===== src/rtl/seg_scan_ctrl.sv =====
// seg_scan_ctrl: time-multiplexed scan of the four Basys-3 seven-segment
// digits. Each digit owns a fixed slot of REFRESH_DIV cycles: the first
// BLANK_CYCLES cycles keep every anode off to prevent ghosting, and the rest
// of the slot shows that digit. Per-digit enables and optional leading-zero
// suppression decide whether a slot lights. All outputs are registered.
// BLANK_CYCLES must satisfy 1 <= BLANK_CYCLES < REFRESH_DIV.
module seg_scan_ctrl #(
  parameter int REFRESH_DIV  = 25000,
  parameter int BLANK_CYCLES = 500
) (
  input  logic       clk,
  input  logic       reset,
  input  logic [3:0] digit_a,
  input  logic [3:0] digit_b,
  input  logic [3:0] digit_c,
  input  logic [3:0] digit_d,
  input  logic [3:0] digit_en,
  input  logic       lz_blank,
  output logic [6:0] seg,
  output logic [3:0] an,
  output logic [1:0] digit_idx,
  output logic       frame_tick
);

  localparam int CW = (REFRESH_DIV > 1) ? $clog2(REFRESH_DIV) : 1;
  localparam logic [CW-1:0] LAST_CNT   = CW'(REFRESH_DIV - 1);
  localparam logic [CW-1:0] BLANK_LAST = CW'(BLANK_CYCLES - 1);

  localparam logic [0:0] ST_BLANK = 1'b0;
  localparam logic [0:0] ST_SHOW  = 1'b1;

  localparam logic [6:0] SEG_OFF = 7'b1111111;
  localparam logic [3:0] AN_OFF  = 4'b1111;

  logic [0:0]    state;
  logic [CW-1:0] cnt;
  logic [3:0]    cur_digit;
  logic          lz_hit;
  logic          visible;
  logic [3:0]    an_show;

  // Active-low decode, bit order {g,f,e,d,c,b,a}.
  function automatic logic [6:0] decode(input logic [3:0] v);
    logic [6:0] s;
    case (v)
      4'h0: s = 7'b1000000;
      4'h1: s = 7'b1111001;
      4'h2: s = 7'b0100100;
      4'h3: s = 7'b0110000;
      4'h4: s = 7'b0011001;
      4'h5: s = 7'b0010010;
      4'h6: s = 7'b0000010;
      4'h7: s = 7'b1111000;
      4'h8: s = 7'b0000000;
      4'h9: s = 7'b0010000;
      4'hA: s = 7'b0001000;
      4'hB: s = 7'b0000011;
      4'hC: s = 7'b1000110;
      4'hD: s = 7'b0100001;
      4'hE: s = 7'b0000110;
      default: s = 7'b0001110;
    endcase
    return s;
  endfunction

  // Pick the live digit for the slot about to be shown; slot 3 is digit_a.
  always_comb begin
    cur_digit = digit_d;
    case (digit_idx)
      2'd3:    cur_digit = digit_a;
      2'd2:    cur_digit = digit_b;
      2'd1:    cur_digit = digit_c;
      default: cur_digit = digit_d;
    endcase
  end

  // Leading-zero chain looks only at digit values, never at the enables,
  // so a disabled nonzero digit still stops suppression to its right.
  always_comb begin
    lz_hit = 1'b0;
    if (lz_blank) begin
      case (digit_idx)
        2'd3:    lz_hit = (digit_a == 4'd0);
        2'd2:    lz_hit = (digit_a == 4'd0) && (digit_b == 4'd0);
        2'd1:    lz_hit = (digit_a == 4'd0) && (digit_b == 4'd0) &&
                          (digit_c == 4'd0);
        default: lz_hit = 1'b0;
      endcase
    end
    visible = digit_en[digit_idx] && !lz_hit;
    an_show = ~(4'b0001 << digit_idx);
  end

  // Slot sequencer: the BLANK->SHOW edge latches the decoded digit and anode
  // pattern, so input changes during SHOW cannot tear the display; the end of
  // SHOW blanks, advances the slot and flags the end of a frame after slot 3.
  always_ff @(posedge clk or posedge reset) begin
    if (reset) begin
      state      <= ST_BLANK;
      cnt        <= '0;
      digit_idx  <= 2'd0;
      an         <= AN_OFF;
      seg        <= SEG_OFF;
      frame_tick <= 1'b0;
    end else begin
      frame_tick <= 1'b0;
      if (state == ST_BLANK) begin
        cnt <= cnt + 1'b1;
        if (cnt == BLANK_LAST) begin
          state <= ST_SHOW;
          if (visible) begin
            an  <= an_show;
            seg <= decode(cur_digit);
          end else begin
            an  <= AN_OFF;
            seg <= SEG_OFF;
          end
        end
      end else begin
        if (cnt == LAST_CNT) begin
          state      <= ST_BLANK;
          cnt        <= '0;
          digit_idx  <= digit_idx + 2'd1;
          an         <= AN_OFF;
          seg        <= SEG_OFF;
          frame_tick <= (digit_idx == 2'd3);
        end else begin
          cnt <= cnt + 1'b1;
        end
      end
    end
  end

endmodule


===== config.mk =====
export PLATFORM = sky130hd
export DESIGN_NAME = seg_scan_ctrl
export DESIGN_NICKNAME = d
export VERILOG_FILES = /design/src/rtl/seg_scan_ctrl.sv
export SDC_FILE = /design/constraint.sdc
export NUM_CORES = 1
export LEC_CHECK = 0
export ABC_AREA = 1
export BUFFER_PORTS_ARGS = -buffer_cell sky130_fd_sc_hd__buf_2
export CAP_MARGIN = 10
export CORE_AREA = 3 3 66 68
export CTS_BUF_LIST = sky130_fd_sc_hd__clkbuf_8
export CTS_CLUSTER_SIZE = 20
export DETAILED_ROUTE_END_ITERATION = 16
export DIE_AREA = 0 0 69 71
export GPL_TIMING_DRIVEN = 0
export PLACE_DENSITY = 0.87
export SLEW_MARGIN = 20
export SYNTH_ARGS = -nofsm -noshare
export SYNTH_HDL_FRONTEND = slang
export SYNTH_SLANG_ARGS = --single-unit

===== constraint.sdc =====
create_clock -name clk -period 3.1 [get_ports clk]
set_input_delay 0.62 -clock clk [delete_from_list [all_inputs] [get_ports clk]]
set_output_delay 0.62 -clock clk [all_outputs]
set_load 0.03 [all_outputs]

---- Word-level counts from Yosys, hierarchy flattened ----
Memories as Yosys holds them, arrays and structs flattened.
Index checks and enable logic that the tools add are counted.
storage, ports and cells
  register bits after elaboration ......... 30
  ROM bits ................................ 112
  input port bits ......................... 23
  output and inout bits ................... 14
  word-level logic and storage cells ...... 48
  memories ................................ 1
operators by class
  $add $sub $neg .......................... 2
  order comparisons ....................... 1
  equality and inequality tests ........... 6
  shifts and indexed selects .............. 1
  multiplexer cells ....................... 20
  bitwise gates (word level) .............. 1
  reductions and logical operators ........ 10
memories
  memory            words  width  rd ports  clocked after Yosys merged registers in  write ports  RTL line  source
  (name not given)  16     7      1         0                                        0            45        case (v)
operator list
  operator               count
  $mux 15                2
  $mux 7                 4
  $mux 4                 4
  $add 15x1->15 const B  1
  $eq 15x15->1 const B   1
  $eq 15x9->1 const B    1
  $logic_not 4->1        3
  $pmux 4 s3             1
  $mux 1                 7
  $eq 2x2->1 const B     2
  $not 4->4              1
  $reduce_and 2->1       2
  $shl 1x2->4 const A    1
  $logic_and 1x1->1      3
  $lt 2x3->1 const B     1
  $pmux 1 s3             1
  $add 2x1->2 const B    1
  $bmux 1 s2             1
  $eq 2x1->1 const B     1
  $ne 2x1->1 const B     1
  $reduce_bool 2->1      1
  $logic_not 1->1        1

---- Longest topological paths before layout ----
Gate-level depths: netlist (run 1).
  depth after elaboration ................. 10
  mapped depth ............................ 13
  depth with buffers taken out ............ 13

---- Least setup slack after synthesis (run 1) ----
No wires, ideal clock.
  path kind ............................... register -> register
  start ................................... register digit_idx[0]
  end ..................................... register seg[0]
  setup time .............................. 0.076 ns
  arrival ................................. 2.188 ns
  data required time ...................... 3.024 ns
  path slack .............................. 0.836 ns
  cell stages (with the launch flop) ...... 14
  buffers on the path ..................... 0
  period minus slack after synthesis ...... 2.264 ns
  path through ............................ dfrtp_1 > inv_1 > ha_1 > inv_2 > nand2_1 > o21bai_1 > inv_1 > ha_1 > inv_1 > nand3_1 > nand3_1 > nand3_1 > nor2_1 > nor2_1
between the ends
  word-level cells in the longest chain between the ends .. 8
  elaborated cells on any way between the ends .. 14
  classes of those cells .................. eq/ne (3); mux (8); reduce/logical (2); memory (1)
RTL lines
  element                                                               RTL line  source
  start: declaration                                                    21        output logic [1:0] digit_idx,
  start signal: assignment                                              123       digit_idx <= digit_idx + 2'd1;
  parallel branches: the longest is 5 deep, another holds $mem_v2 16x7  n/a
  $mux 7 (*)                                                            111       if (visible) begin
  $mux 7 (*)                                                            109       if (cnt == BLANK_LAST) begin
  $mux 7 (*)                                                            107       if (state == ST_BLANK) begin
  end signal: assignment                                                113       seg <= decode(cur_digit);
  end: declaration                                                      19        output logic [6:0] seg,
Mark *: on every way between the ends. The select of a mux whose other input is x is not followed.
A chain may end at the register's enable or synchronous reset.

---- Worst setup path after layout (run 1) ----
  start ................................... register digit_idx[0]
  end ..................................... register seg[3]
The elaborated chain is that of the path after synthesis.

==> impl_metrics.env, run 1 <==
export IMPL_status="complete, no violations"
export IMPL_placed_cell_area_um2=2318
export IMPL_cts_root_buf="clkbuf_8"
export IMPL_post_cts_buffers=0
export IMPL_setup_ws_ns=0.6980
export IMPL_port_buffers=36
export IMPL_clk_path_buf_depth=2
export IMPL_fin_crit_sh=0.7748
export IMPL_cts_sinks=30
export IMPL_synth_cell_area_um2=2076
export IMPL_r2r_setup_slack_ns=0.70
export IMPL_cts_buffers_inserted=5
export IMPL_synth_fp_nets=323
export IMPL_yosys_area_top_type="dfrtp_1"
export IMPL_relSlewSlack=0.5960
export IMPL_final_cell_mix="nand2_1, nor2_1, inv_1, buf_2, nand3_1"
export IMPL_path_delay_family="buffers and inverters"
export IMPL_synth_seq_area_share=0.3683
export IMPL_hold_path_class="in2async"
export IMPL_wire_per_inst_um=11.87
export IMPL_dp_cells=375
export IMPL_p_per_area_nw_per_um2=323.1
export IMPL_place_congestion=0.9016
export IMPL_required_ns=3.31
export IMPL_fin_cells=383
export IMPL_cts_tree="done"
export IMPL_core_um2=3914
export IMPL_netlist_area_leader_share=0.2291
export IMPL_ctsResizeCount=0
export IMPL_grt_overflow=0
export IMPL_insertion_delay_ns=0.28
export IMPL_crit_arrival_ns=2.61
export IMPL_grt_first_pass_wirelength_um=7969
export IMPL_leakagePower_nw=1.269
export IMPL_row_count=23
export IMPL_slew_viol_final=0
export IMPL_drt_wl_total_um=4548
export IMPL_r2r_cells=13
export IMPL_yosys_register_bits=30
export IMPL_skew_ns=0.004931
export IMPL_syn_avg_cell_area_um2=7.182
export IMPL_final_cell_area_um2=2414
export IMPL_grt_use_total=0.1975
export IMPL_worst_pin_slew_ns=0.6051
export IMPL_worstReg2RegStart="digit_idx[0]"
export IMPL_netlist_instances=289
export IMPL_grt_pass1_vias=1859
export IMPL_synth_ff_type="dfrtp_1"
export IMPL_die_area_um2=4899
export IMPL_fin_crit_ns=2.402
export IMPL_max_freq_mhz=416.3
export IMPL_hold_violations=0
export IMPL_nets=366
export IMPL_slowest_delay_ns=0.43
export IMPL_route_detailed_drc=0
export IMPL_diodes=0
export IMPL_die_h_um=71
export IMPL_finalSetupViolCount=0
export IMPL_drive_gt1_frac=0.2613
export IMPL_drt_pass1_iterations=4
export IMPL_yosys_warnings=0
export IMPL_drtIter0Drc=108
export IMPL_ant_nets=0
export IMPL_crit_top_cell="inv_1"
export IMPL_clk_pin_slew_ns=0.07
export IMPL_dp_hpwl_um=3500
export IMPL_htreeDepth=2
export IMPL_grt_max_degree=31
export IMPL_synth_edf_count=0
export IMPL_worstPathCellList="inv_1 -> ha_1 -> inv_2 -> nand2_1 -> o21bai_1 -> inv_1 -> ha_1 -> inv_1 -> nand2_1 -> nand3_1 -> nand3_1 -> nor2_1 -> nor2_1"
export IMPL_path_buf_inv=4
export IMPL_syn_to_final_growth_pct=16.27
export IMPL_start_util=0.5304
export IMPL_reg2reg_to="seg[3]"
export IMPL_cts_hold_buffers=0
export IMPL_cp_end_kind="flip-flop"
export IMPL_rsz0062_at_grt="no"
export IMPL_ys_top_cells_by_area="dfrtp_1, dfstp_2, nand2_1"
export IMPL_ir_drop_v=0.0002674
export IMPL_drv_cap=0
export IMPL_cp_max_fo=9
export IMPL_pin_count=37
export IMPL_die_w_um=69
export IMPL_critical_path_class="reg2reg"
export IMPL_nFillCells=367
export IMPL_grt_antenna_before_repair=0
export IMPL_totalNegativeSetupSlack_ns=0
export IMPL_final_common_cell="nand2_1"
export IMPL_synth_cell_types=32
export IMPL_setup_worst_path_start_class="flip-flop"
export IMPL_ys_async_sr_fraction=1.000
export IMPL_num_vias=1932
export IMPL_viasPerCell=5.044
export IMPL_preCtsSetupSlack_ns=0.7169
export IMPL_cpMaxStageDelayCell="dfrtp_1"
[synth_stat cells (2+ instances only)]
cell      n
nor2_1   43
o21ai_2   2
o21ai_1   6
nor2_2    6
dfrtp_1  19
nand3_1  22
nor2_4    3
nand2_1  69
nand2_2   6
nor3_1    8
or2_2     2
o21ai_0   6
a21oi_1   6
xor2_1    5
ha_1     11
dfstp_2  11
inv_1    42
nand4_1   5
inv_2     4
[registers in the layout, summed over array words and instances, names as in the netlist]
signal	cells
an	4
digit_idx	2
frame_tick	1
cnt	15
seg	7
state	1
[final cells by class]
type | instances | area (um2) | share of cell area
Clock buffer | 6 | 82.58 | 0.03421
Clock inverter | 2 | 12.51 | 0.005184
Inverter | 48 | 185.2 | 0.07672
Multi-Input combinational cell | 211 | 1126 | 0.4666
Sequential cell | 30 | 764.5 | 0.3167
Tap cell | 50 | 62.56 | 0.02592
Timing Repair Buffer | 36 | 180.2 | 0.07465
[stage by stage]
step                      utilization  hold WS, ns  total power [mW]
after global placement         0.5924       0.4936            0.4582
after detailed placement       0.5924       0.5004            0.4593
after global routing           0.6167       0.4592            0.8162
final                          0.6167       0.4104            0.7797
after CTS                      0.6167       0.5092            0.7834
after floorplan                     -       0.5050            0.4353
[worst reg2reg max path: stages, from the launching register on]
cell and delay (ns):
dfrtp_1 0.43, inv_1 0.16, ha_1 0.26, inv_2 0.14
nand2_1 0.07, o21bai_1 0.39, inv_1 0.15, ha_1 0.25
inv_1 0.11, nand2_1 0.06, nand3_1 0.07, nand3_1 0.09
nor2_1 0.11, nor2_1 0.05
[metal layers]
metal | global-route usage | vias up | routed length, um
met3 | 0.03977 | 8 | 185
met2 | 0.3422 | 46 | 2242
met5 | 0 | - | 0
li1 | - | 990 | -
met4 | 0.06291 | 0 | 68
met1 | 0.2480 | 888 | 2052
[report_power, final]
part | switching, mW | internal (mW)
combinational | 0.0378 | 0.0227
sequential | 0 | 0.392
clock | 0.149 | 0.178
total | 0.187 | 0.593
[how the worst max path moves through the flow]
stage            startpoint      to  cells after the start
3_3_place_gp   digit_idx[0]  seg[0]                     13
4_1_cts        digit_idx[0]  seg[3]                     13
2_1_floorplan  digit_idx[0]  seg[0]                     13
5_1_grt        digit_idx[0]  seg[3]                     13
6_report       digit_idx[0]  seg[3]                     13
3_5_place_dp   digit_idx[0]  seg[0]                     13
[cells by family after synthesis]
family,after synthesis,synth area share
xor gates and xnor gates,5,0.02110
DFF,30,0.3683
AOI/OAI and AO/OA,26,0.07717
adders and majority gates,11,0.06630
buffers and inverters,48,0.08921
and+or+nand+nor,169,0.3779
Note: power is estimated with default switching activity, not from simulation.
==> run 2: changes to the inputs <==
--- a/config.mk
+++ b/config.mk
@@ -8,13 +8,13 @@
 export ABC_AREA = 1
 export BUFFER_PORTS_ARGS = -buffer_cell sky130_fd_sc_hd__buf_2
 export CAP_MARGIN = 10
-export CORE_AREA = 3 3 66 68
+export CORE_AREA = 3 3 68 70
 export CTS_BUF_LIST = sky130_fd_sc_hd__clkbuf_8
 export CTS_CLUSTER_SIZE = 20
 export DETAILED_ROUTE_END_ITERATION = 16
-export DIE_AREA = 0 0 69 71
+export DIE_AREA = 0 0 71 73
 export GPL_TIMING_DRIVEN = 0
-export PLACE_DENSITY = 0.87
+export PLACE_DENSITY = 0.86
 export SLEW_MARGIN = 20
 export SYNTH_ARGS = -nofsm -noshare
 export SYNTH_HDL_FRONTEND = slang
==> constraint.sdc (replaced) <==
create_clock -name clk -period 1.9 [get_ports clk]
set_input_delay 0.38 -clock clk [delete_from_list [all_inputs] [get_ports clk]]
set_output_delay 0.38 -clock clk [all_outputs]
set_load 0.03 [all_outputs]
==> run 2 against run 1 <==
Maximum frequency is 24% higher. Critical path type unchanged. The run now ends with setup timing left. Cell count increased by 2.3%. Non-clock buffer count grew 9. Sequential share of layout area shrank 2.5 points. Cell area rose by 8.9%. Largest cell class unchanged. Utilization increased by 3.5 points. Largest power group unchanged.
==> impl_metrics.env, run 2 (synthesized netlist as in run 1, its figures left out) <==
export IMPL_max_freq_mhz=517.4
export IMPL_grt_use_total=0.1910
export IMPL_viasPerCell=5.120
export IMPL_syn_to_final_growth_pct=26.58
export IMPL_grt_antenna_before_repair=0
export IMPL_hold_path_class="in2async"
export IMPL_p_comb_frac=0.095
export IMPL_worst_pin_slew_ns=0.6080
export IMPL_pin_count=37
export IMPL_finalSetupViolCount=4
export IMPL_route_detailed_drc=0
export IMPL_final_common_cell="nand2_1"
export IMPL_r2r_setup_slack_ns=-0.03
export IMPL_p_per_area_nw_per_um2=496.2
export IMPL_status="finished with violations"
export IMPL_final_cell_mix="nand2_1, nor2_1, inv_1, buf_2, nand3_1"
export IMPL_largest_register="cnt"
export IMPL_row_count=23
export IMPL_die_area_um2=5183
export IMPL_hold_violations=0
export IMPL_num_vias=2007
export IMPL_port_buffers=36
export IMPL_slowest_delay_ns=0.47
export IMPL_grt_pass1_vias=1841
export IMPL_rsz0062_at_grt="yes"
export IMPL_cts_buffers_inserted=5
export IMPL_ir_drop_v=0.0003605
export IMPL_relSlewSlack=0.5941
export IMPL_switching_power_mw=0.3217
export IMPL_largest_register_ffs=15
export IMPL_die_w_um=71
export IMPL_sw_frac_of_total=0.2467
export IMPL_totalNegativeSetupSlack_ns=-0.07915
export IMPL_grt_first_pass_wirelength_um=7817
export IMPL_required_ns=2.12
export IMPL_skew_ns=0.008282
export IMPL_cp_max_fo=6
export IMPL_pwr_share_clk=0.414
export IMPL_wire_per_inst_um=12.21
export IMPL_crit_arrival_ns=2.15
export IMPL_dp_hpwl_um=3536
export IMPL_cts_tree="done"
export IMPL_diodes=0
export IMPL_clk_pin_slew_ns=0.07
export IMPL_die_h_um=73
export IMPL_worstPathCellList="inv_4 -> ha_4 -> inv_6 -> or2_4 -> o21ai_4 -> inv_2 -> ha_4 -> inv_1 -> nand2_1 -> nand3_1 -> nand3_1 -> nor2_1 -> nor2_1"
export IMPL_nFillCells=352
export IMPL_reg2reg_to="seg[0]"
export IMPL_fin_crit_sh=1.017
export IMPL_setup_worst_path_start_class="flip-flop"
export IMPL_clk_path_buf_depth=2
export IMPL_insertion_delay_ns=0.29
export IMPL_drive_gt1_frac=0.3421
export IMPL_slew_viol_final=0
export IMPL_final_cell_area_um2=2628
export IMPL_worstReg2RegStart="digit_idx[1]"
export IMPL_cts_hold_buffers=0
export IMPL_grt_max_degree=31
export IMPL_nets=375
export IMPL_whs_ns=0.1605
export IMPL_setup_ws_ns=-0.03257
export IMPL_cts_root_buf="clkbuf_8"
export IMPL_r2r_cells=13
export IMPL_placed_cell_area_um2=2362
export IMPL_drt_wl_total_um=4788
export IMPL_ant_nets=0
export IMPL_p_seq_frac=0.491
export IMPL_drt_pass1_iterations=4
export IMPL_intPower_mw=0.9820
export IMPL_fin_crit_ns=1.933
export IMPL_violations="setup timing"
export IMPL_htreeDepth=2
export IMPL_critical_path_class="reg2reg"
export IMPL_cts_sinks=30
export IMPL_path_buf_inv=4
export IMPL_place_congestion=0.8970
export IMPL_reg_top3="cnt: 15 flops, seg: 7 flops, an: 4 flops"
export IMPL_cp_end_kind="flip-flop"
export IMPL_core_um2=4029
export IMPL_cpMaxStageDelayCell="dfrtp_2"
export IMPL_leakagePower_nw=1.315
export IMPL_grt_overflow=0
export IMPL_drv_cap=0
export IMPL_path_delay_family="simple AND/OR/NAND/NOR gates"
export IMPL_drtIter0Drc=162
export IMPL_start_util=0.5152
run 2: final cells by class:
cell class	count	area [um2]	area share
Multi-Input combinational cell	211	1260	0.4795
Sequential cell	30	767.0	0.2919
Timing Repair Buffer	45	247.7	0.09429
Inverter	48	195.2	0.07429
Clock buffer	6	82.58	0.03143
Tap cell	50	62.56	0.02381
Clock inverter	2	12.51	0.004762
run 2: power groups by stage:
| stage | clock network [mW] | logic (mW) | registers [mW] |
|---|---|---|---|
| floorplan | 0 | 0.0621 | 0.651 |
| global route | 0.587 | 0.140 | 0.639 |
| CTS | 0.551 | 0.114 | 0.640 |
| detailed placement | 0 | 0.102 | 0.651 |
| finish | 0.540 | 0.124 | 0.640 |
| global placement | 0 | 0.0996 | 0.651 |
run 2: worst max path at each step:
stage                       startpoint      to  slack [ns]  cells after the start
after detailed placement  digit_idx[0]  seg[0]       -0.12                     13
after global routing      digit_idx[1]  seg[0]       -0.15                     13
after floorplan           digit_idx[0]  seg[0]       0.007                     13
after CTS                 digit_idx[1]  seg[5]     -0.0007                     13
final                     digit_idx[1]  seg[0]       -0.03                     13
after global placement    digit_idx[0]  seg[0]       -0.11                     12
run 2: routing by layer:
metal | GRT usage | up-vias | part of all wire
met4 | 0.1044 | 0 | 0.024
met2 | 0.3162 | 44 | 0.49
li1 | - | 1015 | -
met3 | 0.03168 | 9 | 0.039
met5 | 0 | - | 0
met1 | 0.2379 | 939 | 0.45
run 2: repair_timing:
action,in CTS,in global routing
endpoints found under the setup margin,6,7
pin swaps,3,5
buffers inserted,6,3
resized for setup,11,10
run 2: per-stage QoR:
step | worst slack, ns | power (mW) | util | cells
after detailed placement | -0.1185 | 0.7524 | 0.5863 | 375
after CTS | -0.0007399 | 1.305 | 0.6373 | 389
after global routing | -0.1498 | 1.367 | 0.6522 | 392
final | -0.03257 | 1.304 | 0.6522 | 392
after global placement | -0.1071 | 0.7505 | 0.5863 | 375
after floorplan | 0.007222 | 0.7129 | - | 289
